## src/rtl/cpu_pkg.sv

```systemverilog
// Shared CPU definitions: instruction field positions and the fetch FSM state encoding.
package cpu_pkg;
   localparam int OPCODE_MSB  = 15;
   localparam int OPCODE_LSB  = 11;
   localparam int RDST_MSB    = 10;
   localparam int RDST_LSB    = 8;
   localparam int RSRC1_MSB   = 7;
   localparam int RSRC1_LSB   = 5;
   localparam int RSRC2_MSB   = 4;
   localparam int RSRC2_LSB   = 2;
   localparam int HAS_IMM_BIT = 0;

   typedef enum logic {
      S_INSTR = 1'b0,
      S_IMM   = 1'b1
   } fetch_state_e;
endpackage

```

## src/rtl/fetch_stage_if.sv

```systemverilog
// Fetch-stage bus: instruction-memory port, pipeline control from decode/execute, and IF/ID outputs.
interface fetch_stage_if #(
   parameter int DATA_WIDTH    = 16,
   parameter int ADDRESS_WIDTH = 3,
   parameter int PC_WIDTH      = 16
);
   logic [PC_WIDTH-1:0]      imem_addr;
   logic [DATA_WIDTH-1:0]    imem_data;
   logic                     stall;
   logic                     flush;
   logic [PC_WIDTH-1:0]      branch_target;
   logic                     ifid_valid;
   logic [DATA_WIDTH-1:0]    ifid_instr;
   logic [DATA_WIDTH-1:0]    ifid_imm;
   logic [PC_WIDTH-1:0]      ifid_pc_next;
   logic [ADDRESS_WIDTH-1:0] read_address1;
   logic [ADDRESS_WIDTH-1:0] read_address2;

   modport master (
      output imem_addr, ifid_valid, ifid_instr, ifid_imm, ifid_pc_next,
             read_address1, read_address2,
      input  imem_data, stall, flush, branch_target
   );

   modport slave (
      input  imem_addr, ifid_valid, ifid_instr, ifid_imm, ifid_pc_next,
             read_address1, read_address2,
      output imem_data, stall, flush, branch_target
   );
endinterface

```

## src/rtl/if_id_register.sv

```systemverilog
// IF/ID pipeline register: clear (flush) beats enable, enable is the inverse of decode stall.
module if_id_register #(
   parameter int DATA_WIDTH = 16,
   parameter int PC_WIDTH   = 16
) (
   input  logic                  clk,
   input  logic                  rst,
   input  logic                  en,
   input  logic                  clr,
   input  logic                  valid_d,
   input  logic [DATA_WIDTH-1:0] instr_d,
   input  logic [DATA_WIDTH-1:0] imm_d,
   input  logic [PC_WIDTH-1:0]   pc_next_d,
   output logic                  valid_q,
   output logic [DATA_WIDTH-1:0] instr_q,
   output logic [DATA_WIDTH-1:0] imm_q,
   output logic [PC_WIDTH-1:0]   pc_next_q
);
   always_ff @(posedge clk or posedge rst) begin
      if (rst) begin
         valid_q   <= 1'b0;
         instr_q   <= '0;
         imm_q     <= '0;
         pc_next_q <= '0;
      end else if (clr) begin
         valid_q   <= 1'b0;
         instr_q   <= '0;
         imm_q     <= '0;
         pc_next_q <= '0;
      end else if (en) begin
         valid_q   <= valid_d;
         instr_q   <= instr_d;
         imm_q     <= imm_d;
         pc_next_q <= pc_next_d;
      end
   end
endmodule

```

## src/rtl/fetch_stage.sv

```systemverilog
// Instruction fetch: owns the PC, assembles 1- or 2-word instructions and loads the IF/ID register.
module fetch_stage
   import cpu_pkg::*;
#(
   parameter int                  DATA_WIDTH    = 16,
   parameter int                  ADDRESS_WIDTH = 3,
   parameter int                  PC_WIDTH      = 16,
   parameter logic [PC_WIDTH-1:0] RESET_PC      = '0
) (
   input  logic          clk,
   input  logic          rst,
   fetch_stage_if.master bus
);
   logic [PC_WIDTH-1:0]   pc_q, pc_d, pc_inc;
   fetch_state_e          state_q, state_d;
   logic [DATA_WIDTH-1:0] hold_instr_q, hold_instr_d;

   logic                  ld_valid;
   logic [DATA_WIDTH-1:0] ld_instr;
   logic [DATA_WIDTH-1:0] ld_imm;
   logic [PC_WIDTH-1:0]   ld_pc_next;

   // Natural PC_WIDTH overflow gives the required wrap from all-ones to zero.
   assign pc_inc        = pc_q + PC_WIDTH'(1);
   assign bus.imem_addr = pc_q;

   always_comb begin
      pc_d         = pc_q;
      state_d      = state_q;
      hold_instr_d = hold_instr_q;
      ld_valid     = 1'b0;
      ld_instr     = '0;
      ld_imm       = '0;
      ld_pc_next   = '0;
      if (bus.flush) begin
         pc_d    = bus.branch_target;
         state_d = S_INSTR;
      end else if (!bus.stall) begin
         pc_d = pc_inc;
         case (state_q)
            S_INSTR: begin
               if (bus.imem_data[HAS_IMM_BIT]) begin
                  // First half of a 2-word instruction: park it, emit a bubble.
                  hold_instr_d = bus.imem_data;
                  state_d      = S_IMM;
               end else begin
                  ld_valid   = 1'b1;
                  ld_instr   = bus.imem_data;
                  ld_pc_next = pc_inc;
               end
            end
            S_IMM: begin
               ld_valid   = 1'b1;
               ld_instr   = hold_instr_q;
               ld_imm     = bus.imem_data;
               ld_pc_next = pc_inc;
               state_d    = S_INSTR;
            end
            default: state_d = S_INSTR;
         endcase
      end
   end

   always_ff @(posedge clk or posedge rst) begin
      if (rst) begin
         pc_q         <= RESET_PC;
         state_q      <= S_INSTR;
         hold_instr_q <= '0;
      end else begin
         pc_q         <= pc_d;
         state_q      <= state_d;
         hold_instr_q <= hold_instr_d;
      end
   end

   if_id_register #(
      .DATA_WIDTH(DATA_WIDTH),
      .PC_WIDTH  (PC_WIDTH)
   ) u_if_id (
      .clk      (clk),
      .rst      (rst),
      .en       (~bus.stall),
      .clr      (bus.flush),
      .valid_d  (ld_valid),
      .instr_d  (ld_instr),
      .imm_d    (ld_imm),
      .pc_next_d(ld_pc_next),
      .valid_q  (bus.ifid_valid),
      .instr_q  (bus.ifid_instr),
      .imm_q    (bus.ifid_imm),
      .pc_next_q(bus.ifid_pc_next)
   );

   assign bus.read_address1 = bus.ifid_instr[RSRC1_MSB:RSRC1_LSB];
   assign bus.read_address2 = bus.ifid_instr[RSRC2_MSB:RSRC2_LSB];
endmodule

```

## src/flat_wrapper.sv

```systemverilog
// flat-port wrapper written by rule: the top's interface ports become plain ports
module fetch_stage_flat import cpu_pkg::*;
#(
   parameter int                  DATA_WIDTH    = 16,
   parameter int                  ADDRESS_WIDTH = 3,
   parameter int                  PC_WIDTH      = 16,
   parameter logic [PC_WIDTH-1:0] RESET_PC      = '0
)
  (clk, rst, bus_imem_addr, bus_ifid_valid, bus_ifid_instr, bus_ifid_imm, bus_ifid_pc_next, bus_read_address1, bus_read_address2, bus_imem_data, bus_stall, bus_flush, bus_branch_target);
  fetch_stage_if #(.DATA_WIDTH(DATA_WIDTH), .ADDRESS_WIDTH(ADDRESS_WIDTH), .PC_WIDTH(PC_WIDTH)) bus_i ();
  input  logic clk;
  input  logic rst;
  output wire logic [$bits(bus_i.imem_addr)-1:0] bus_imem_addr;
  output wire logic [$bits(bus_i.ifid_valid)-1:0] bus_ifid_valid;
  output wire logic [$bits(bus_i.ifid_instr)-1:0] bus_ifid_instr;
  output wire logic [$bits(bus_i.ifid_imm)-1:0] bus_ifid_imm;
  output wire logic [$bits(bus_i.ifid_pc_next)-1:0] bus_ifid_pc_next;
  output wire logic [$bits(bus_i.read_address1)-1:0] bus_read_address1;
  output wire logic [$bits(bus_i.read_address2)-1:0] bus_read_address2;
  input wire logic [$bits(bus_i.imem_data)-1:0] bus_imem_data;
  input wire logic [$bits(bus_i.stall)-1:0] bus_stall;
  input wire logic [$bits(bus_i.flush)-1:0] bus_flush;
  input wire logic [$bits(bus_i.branch_target)-1:0] bus_branch_target;
  assign bus_imem_addr = bus_i.imem_addr;
  assign bus_ifid_valid = bus_i.ifid_valid;
  assign bus_ifid_instr = bus_i.ifid_instr;
  assign bus_ifid_imm = bus_i.ifid_imm;
  assign bus_ifid_pc_next = bus_i.ifid_pc_next;
  assign bus_read_address1 = bus_i.read_address1;
  assign bus_read_address2 = bus_i.read_address2;
  assign bus_i.imem_data = bus_imem_data;
  assign bus_i.stall = bus_stall;
  assign bus_i.flush = bus_flush;
  assign bus_i.branch_target = bus_branch_target;
  fetch_stage #(.DATA_WIDTH(DATA_WIDTH), .ADDRESS_WIDTH(ADDRESS_WIDTH), .PC_WIDTH(PC_WIDTH), .RESET_PC(RESET_PC)) u_core (.clk(clk), .rst(rst), .bus(bus_i));
endmodule
```

## config.mk

```make
export PLATFORM = sky130hd
export DESIGN_NAME = fetch_stage_flat
export DESIGN_NICKNAME = d
export VERILOG_FILES = /design/src/rtl/cpu_pkg.sv /design/src/rtl/fetch_stage_if.sv /design/src/rtl/if_id_register.sv /design/src/rtl/fetch_stage.sv /design/src/flat_wrapper.sv
export SDC_FILE = /design/constraint.sdc
export NUM_CORES = 1
export LEC_CHECK = 0
export BUFFER_PORTS_ARGS = -buffer_cell sky130_fd_sc_hd__buf_2
export CAP_MARGIN = 20
export CORE_AREA = 2 2 71 106
export CTS_CLUSTER_SIZE = 30
export DETAILED_ROUTE_END_ITERATION = 6
export DIE_AREA = 0 0 73 108
export GPL_ROUTABILITY_DRIVEN = 0
export PLACE_DENSITY = 0.93
export SLEW_MARGIN = 20
export SYNTH_ARGS = -nofsm -noshare
export SYNTH_HDL_FRONTEND = slang
export SYNTH_SLANG_ARGS = --single-unit
```

## constraint.sdc

```tcl
create_clock -name clk -period 4.43 [get_ports clk]
set_clock_uncertainty 0.05 [all_clocks]
set_input_delay 0.443 -clock clk [delete_from_list [all_inputs] [get_ports clk]]
set_output_delay 0.443 -clock clk [all_outputs]
set_load 0.005 [all_outputs]
```

After elaboration in Yosys (flattened, before gate mapping)
Index checks and enable logic that the tools add are counted.
- register bits: 82
- output and inout port bits: 71
- multiplexer cells: 21
- bitwise gates (word level): 3
- reductions and logical operators: 1
- add/subtract/negate cells: 1
- equality and inequality tests: 1
- operators with widths (kind ; number):
    16-bit two-way mux ; 11
    16-bit case mux with 2 select lines ; 2
    16-bit by 1-bit adder with 16-bit output (second input constant) ; 1
    1-bit two-way mux ; 6
    1-bit case mux with 2 select lines ; 2
    4-bit AND reduction ; 1
    1-bit NOT ; 3
    2-bit by 1-bit inequality test with 1-bit output (second input constant) ; 1

Depth between registers and ports, before layout
- depth in word-level cells: 5
- mapped depth: 7
- depth with buffers taken out: 5

Cells and area by module
From an unflattened synthesis, not the netlist that was laid out.
- cell total of the unflattened synthesis: 427
- area total of the unflattened synthesis: 4241.6 sq um
- modules (own cells, without submodules) (module ; area each (sq um) ; instances ; cells an instance):
    fetch_stage ; 2248.4 ; 1 ; 268
    if_id_register ; 1993.2 ; 1 ; 159

Least setup slack after synthesis
No wires, ideal clock.
- kind: in2reg
- start: input bus_flush
- end: register u_core.hold_instr_q[1]
- library setup time: 0.125 ns
- path buffers: 2
- arrival time: 1.474 ns
- required time: 4.255 ns
- slack: 2.781 ns
- stages on the path: 4
- cell sequence: buf_4 -> nor3_4 -> buf_4 -> mux2_2
- cells in the longest elaborated chain, start to end: 2
- ends and longest elaborated chain (item ; line ; RTL):
    start, declared ; flat_wrapper.sv:22 ; input wire logic [$bits(bus_i.flush)-1:0] bus_flush;
    1-bit NOT (no source line) ; -- ;
    4-bit AND reduction (no source line) ; -- ;
    end signal, assigned ; fetch_stage.sv:72 ; hold_instr_q <= hold_instr_d;
    end, declared ; fetch_stage.sv:16 ; logic [DATA_WIDTH-1:0] hold_instr_q, hold_instr_d;
No other way between the ends.
A chain may end at the register's enable or synchronous reset.

Worst setup path in the final report
- start: register u_core.pc_q[0] (netlist: u_core.bus.imem_addr[0])
- end: register u_core.u_if_id.pc_next_q[14]
- cells in the longest elaborated chain, start to end: 5
- ends and longest elaborated chain (item ; line ; RTL):
    start, declared ; fetch_stage.sv:14 ; logic [PC_WIDTH-1:0] pc_q, pc_d, pc_inc;
    start signal, assigned ; fetch_stage.sv:70 ; pc_q <= pc_d;
    16-bit by 1-bit adder with 16-bit output (*) ; fetch_stage.sv:24 ; assign pc_inc = pc_q + PC_WIDTH'(1);
    16-bit two-way mux ; fetch_stage.sv:42 ; if (bus.imem_data[HAS_IMM_BIT]) begin
    16-bit case mux with 2 select lines (*) ; fetch_stage.sv:40 ; case (state_q)
    16-bit two-way mux (*) ; if_id_register.sv:30 ; end else if (en) begin
    16-bit two-way mux (*) ; if_id_register.sv:25 ; end else if (clr) begin
    end signal, assigned ; if_id_register.sv:34 ; pc_next_q <= pc_next_d;
    end, declared ; if_id_register.sv:17 ; output logic [PC_WIDTH-1:0] pc_next_q
Mark *: on every way between the ends. The rest lies on a longest branch, timed or not. The select of a mux whose other input is x is not followed.

==> flow_summary.json <==
{
  "hold_buffers": 0,
  "fillers": 525,
  "die-width_um": 73,
  "use_met3_pct": 3.73,
  "cts-root-buf": "clkbuf_8",
  "synthAdderAreaFrac_pct": 0.336,
  "numCtsBuffers": 9,
  "p_leak_uw": 0.00226,
  "crit_path_top_delay_cell": "dfrtp_1",
  "cts_resized": 0,
  "vias": 2801,
  "drt_iter0_drc": 162,
  "grt-ovfl-total": 0,
  "cap_violations": 0,
  "relSlewSlack_pct": 38.1,
  "synth_cell_types": 38,
  "io_pins": 107,
  "power_uw": 1710,
  "insertion_delay_ns": 0.35,
  "routed_wl_um": 8220,
  "hold_viol_final": 0,
  "layout-drive-gt1-share_pct": 37.9,
  "cts_tree": "yes",
  "antenna_found_initial": 0,
  "drv_slew": 0,
  "cp-start-kind": "register",
  "fin_crit_sh_pct": 46.5,
  "crit_required_ns": 4.60,
  "postSynthAreaPerCell_um2": 11.5,
  "utilization_pct": 64.5,
  "setup_violations": 0,
  "grt_pass1_vias": 2755,
  "post_drt_wl_per_cell_um": 16.6,
  "grt_max_degree": 51,
  "areaGrowthSynthToFinish_pct": 19.7,
  "worstPathCellList": "ha_1 > nand3_1 > nor4_2 > xnor2_1 > o21ai_1",
  "synth_mux_area_share_pct": 4.81,
  "clock-sinks": 82,
  "cp.depth": 5,
  "grt_most_used_layer": "met2",
  "worstMarginPinSlew_ns": 0.922,
  "yosys.area_share.simple_pct": 13.7,
  "outcome": "completed",
  "start_util_pct": 53.9,
  "end_kind": "register",
  "antenna_cells": 0,
  "dpl.hpwl_um": 5760,
  "final_cell_mix": "106 x buf_2, 82 x dfrtp_1, 37 x nand2_1",
  "drc": 0,
  "grt_use_met2_pct": 36.0,
  "clockBufferDepth": 2,
  "port_buffers": 106,
  "syn_area_um2": 3720,
  "synth-xor-area-share_pct": 6.59,
  "period_minus_slack_ns": 2.06,
  "worstPathArrival_ns": 2.23,
  "grt_usage_pct": 22.0,
  "die_h_um": 108,
  "global_route.usage.met1_pct": 27.6,
  "synth.yosys.seq_area_share_pct": 55.2,
  "crit_fanout": 11,
  "crit_type": "reg -> reg",
  "cts_max_level": 3,
  "ir_drop_mv": 0.240,
  "regArea_um2": 2050,
  "multi_input_comb_area_um2": 1430,
  "rsz0062_at_grt": "no",
  "hold_path_class": "in -> async",
  "avgViaCountPerCell": 5.66,
  "synth_compound_area_share_pct": 12.8,
  "drtPass1Iterations": 6,
  "core-area_um2": 6900,
  "reg2reg_depth": 5,
  "grt_pass1_wl_um": 13300,
  "setup-tns-final_ns": 0,
  "crit_buf_inv": 0,
  "row_count": 37,
  "final_net_count": 449,
  "slowest_delay_ns": 0.47,
  "drtAntennaViolNets": 0,
  "yosysWarnings": 0,
  "final_common_cell": "buf_2",
  "cpLargestDelayFamily": "simple AND/OR/NAND/NOR gates",
  "power_density_nw_per_um2": 383,
  "synth_cells": 324,
  "dieArea_um2": 7880,
  "fmax_ghz": 0.486,
  "synth_top_family_by_area": "simple AND/OR/NAND/NOR gates",
  "syn-num-nets": 361,
  "path_clk_slew_ns": 0.08,
  "cts_setup_buffers": 0,
  "ys_ff_latch": 82
}
==> Yosys cell counts (all sizes together) <==
master	count	area, um2
dfrtp	82	2050
a21o	1	7.51
nand2b	1	6.26
a222oi	15	150
a211o	1	8.76
o21ai	30	150
xnor2	26	228
clkbuf	13	51.3
nand4b	1	23.8
xor2	2	17.5
nand3	8	52.6
buf	18	120
nand2	37	139
or2	1	6.26
a22o	17	149
inv	20	75.1
ha	1	12.5
mux2	15	169
nor4	8	118
mux2i	1	10.0
nand4	3	40.0
a32o	1	10.0
nor3	12	76.3
nor2	7	28.8
and2	1	6.26
nor2b	2	12.5
==> path summary, 6_finish.rpt <==
path | startpoint | slack, ns | endpoint
min in group clk | bus_branch_target[14] | 0.25 | u_core.bus.imem_addr[14]
setup / recovery | u_core.bus.imem_addr[0] | 2.37 | u_core.u_if_id.pc_next_q[14]
setup reg to reg | u_core.bus.imem_addr[0] | 2.37 | u_core.u_if_id.pc_next_q[14]
max in group asynchronous | rst | 3.22 | u_core.u_if_id.imm_q[14]
hold / removal | rst | 0.06 | u_core.u_if_id.imm_q[6]
hold reg to reg | u_core.hold_instr_q[0] | 0.43 | u_core.hold_instr_q[0]
==> cell families after synthesis <==
| family | Yosys count |
|---|---|
| buffers and inverters | 51 |
| XOR/XNOR | 28 |
| flip-flops | 82 |
| AND/OR/NAND/NOR | 81 |
| AO/OA/AOI/OAI | 65 |
| adder cells (fa/ha/maj) | 1 |
| multiplexers | 16 |
==> registers in the layout (all words and copies together) (netlist names) <==
name and count:
u_core.u_if_id.instr_q 16, u_core.state_q 1, u_core.u_if_id.pc_next_q 16, u_core.bus.imem_addr 16
u_core.u_if_id.imm_q 16, u_core.hold_instr_q 16, u_core.u_if_id.valid_q 1
==> layout make-up <==
cell class | count | area share, %
clock buffers | 12 | 3.71
clock inverters | 4 | 1.63
inverters | 20 | 1.71
well taps | 78 | 2.19
flip-flops and latches | 82 | 46.1
repair buffers | 108 | 12.5
multi-input cells | 191 | 32.1
==> power breakdown <==
group	internal, uW	switching [uW]	total, uW
Sequential	811	59.9	871
Combinational	103	109	212
Clock	363	260	622
==> through the flow <==
stage	std cells	instance area [um2]	setup WS [ns]	hold WS, ns
after global placement	478	4190	2.07	0.405
after floorplan	324	3720	1.83	0.391
final	495	4450	2.37	0.0644
after global routing	495	4450	2.26	0.0992
after detailed placement	478	4190	1.95	0.413
after CTS	494	4430	2.35	0.0729
==> layer usage <==
layer	share of wire (%)	up-vias
met2	54	101
met1	39	1387
met3	4.9	12
met5	0	-
met4	2.1	0
li1	-	1301
No activity file was read; power rests on OpenSTA's default activity.
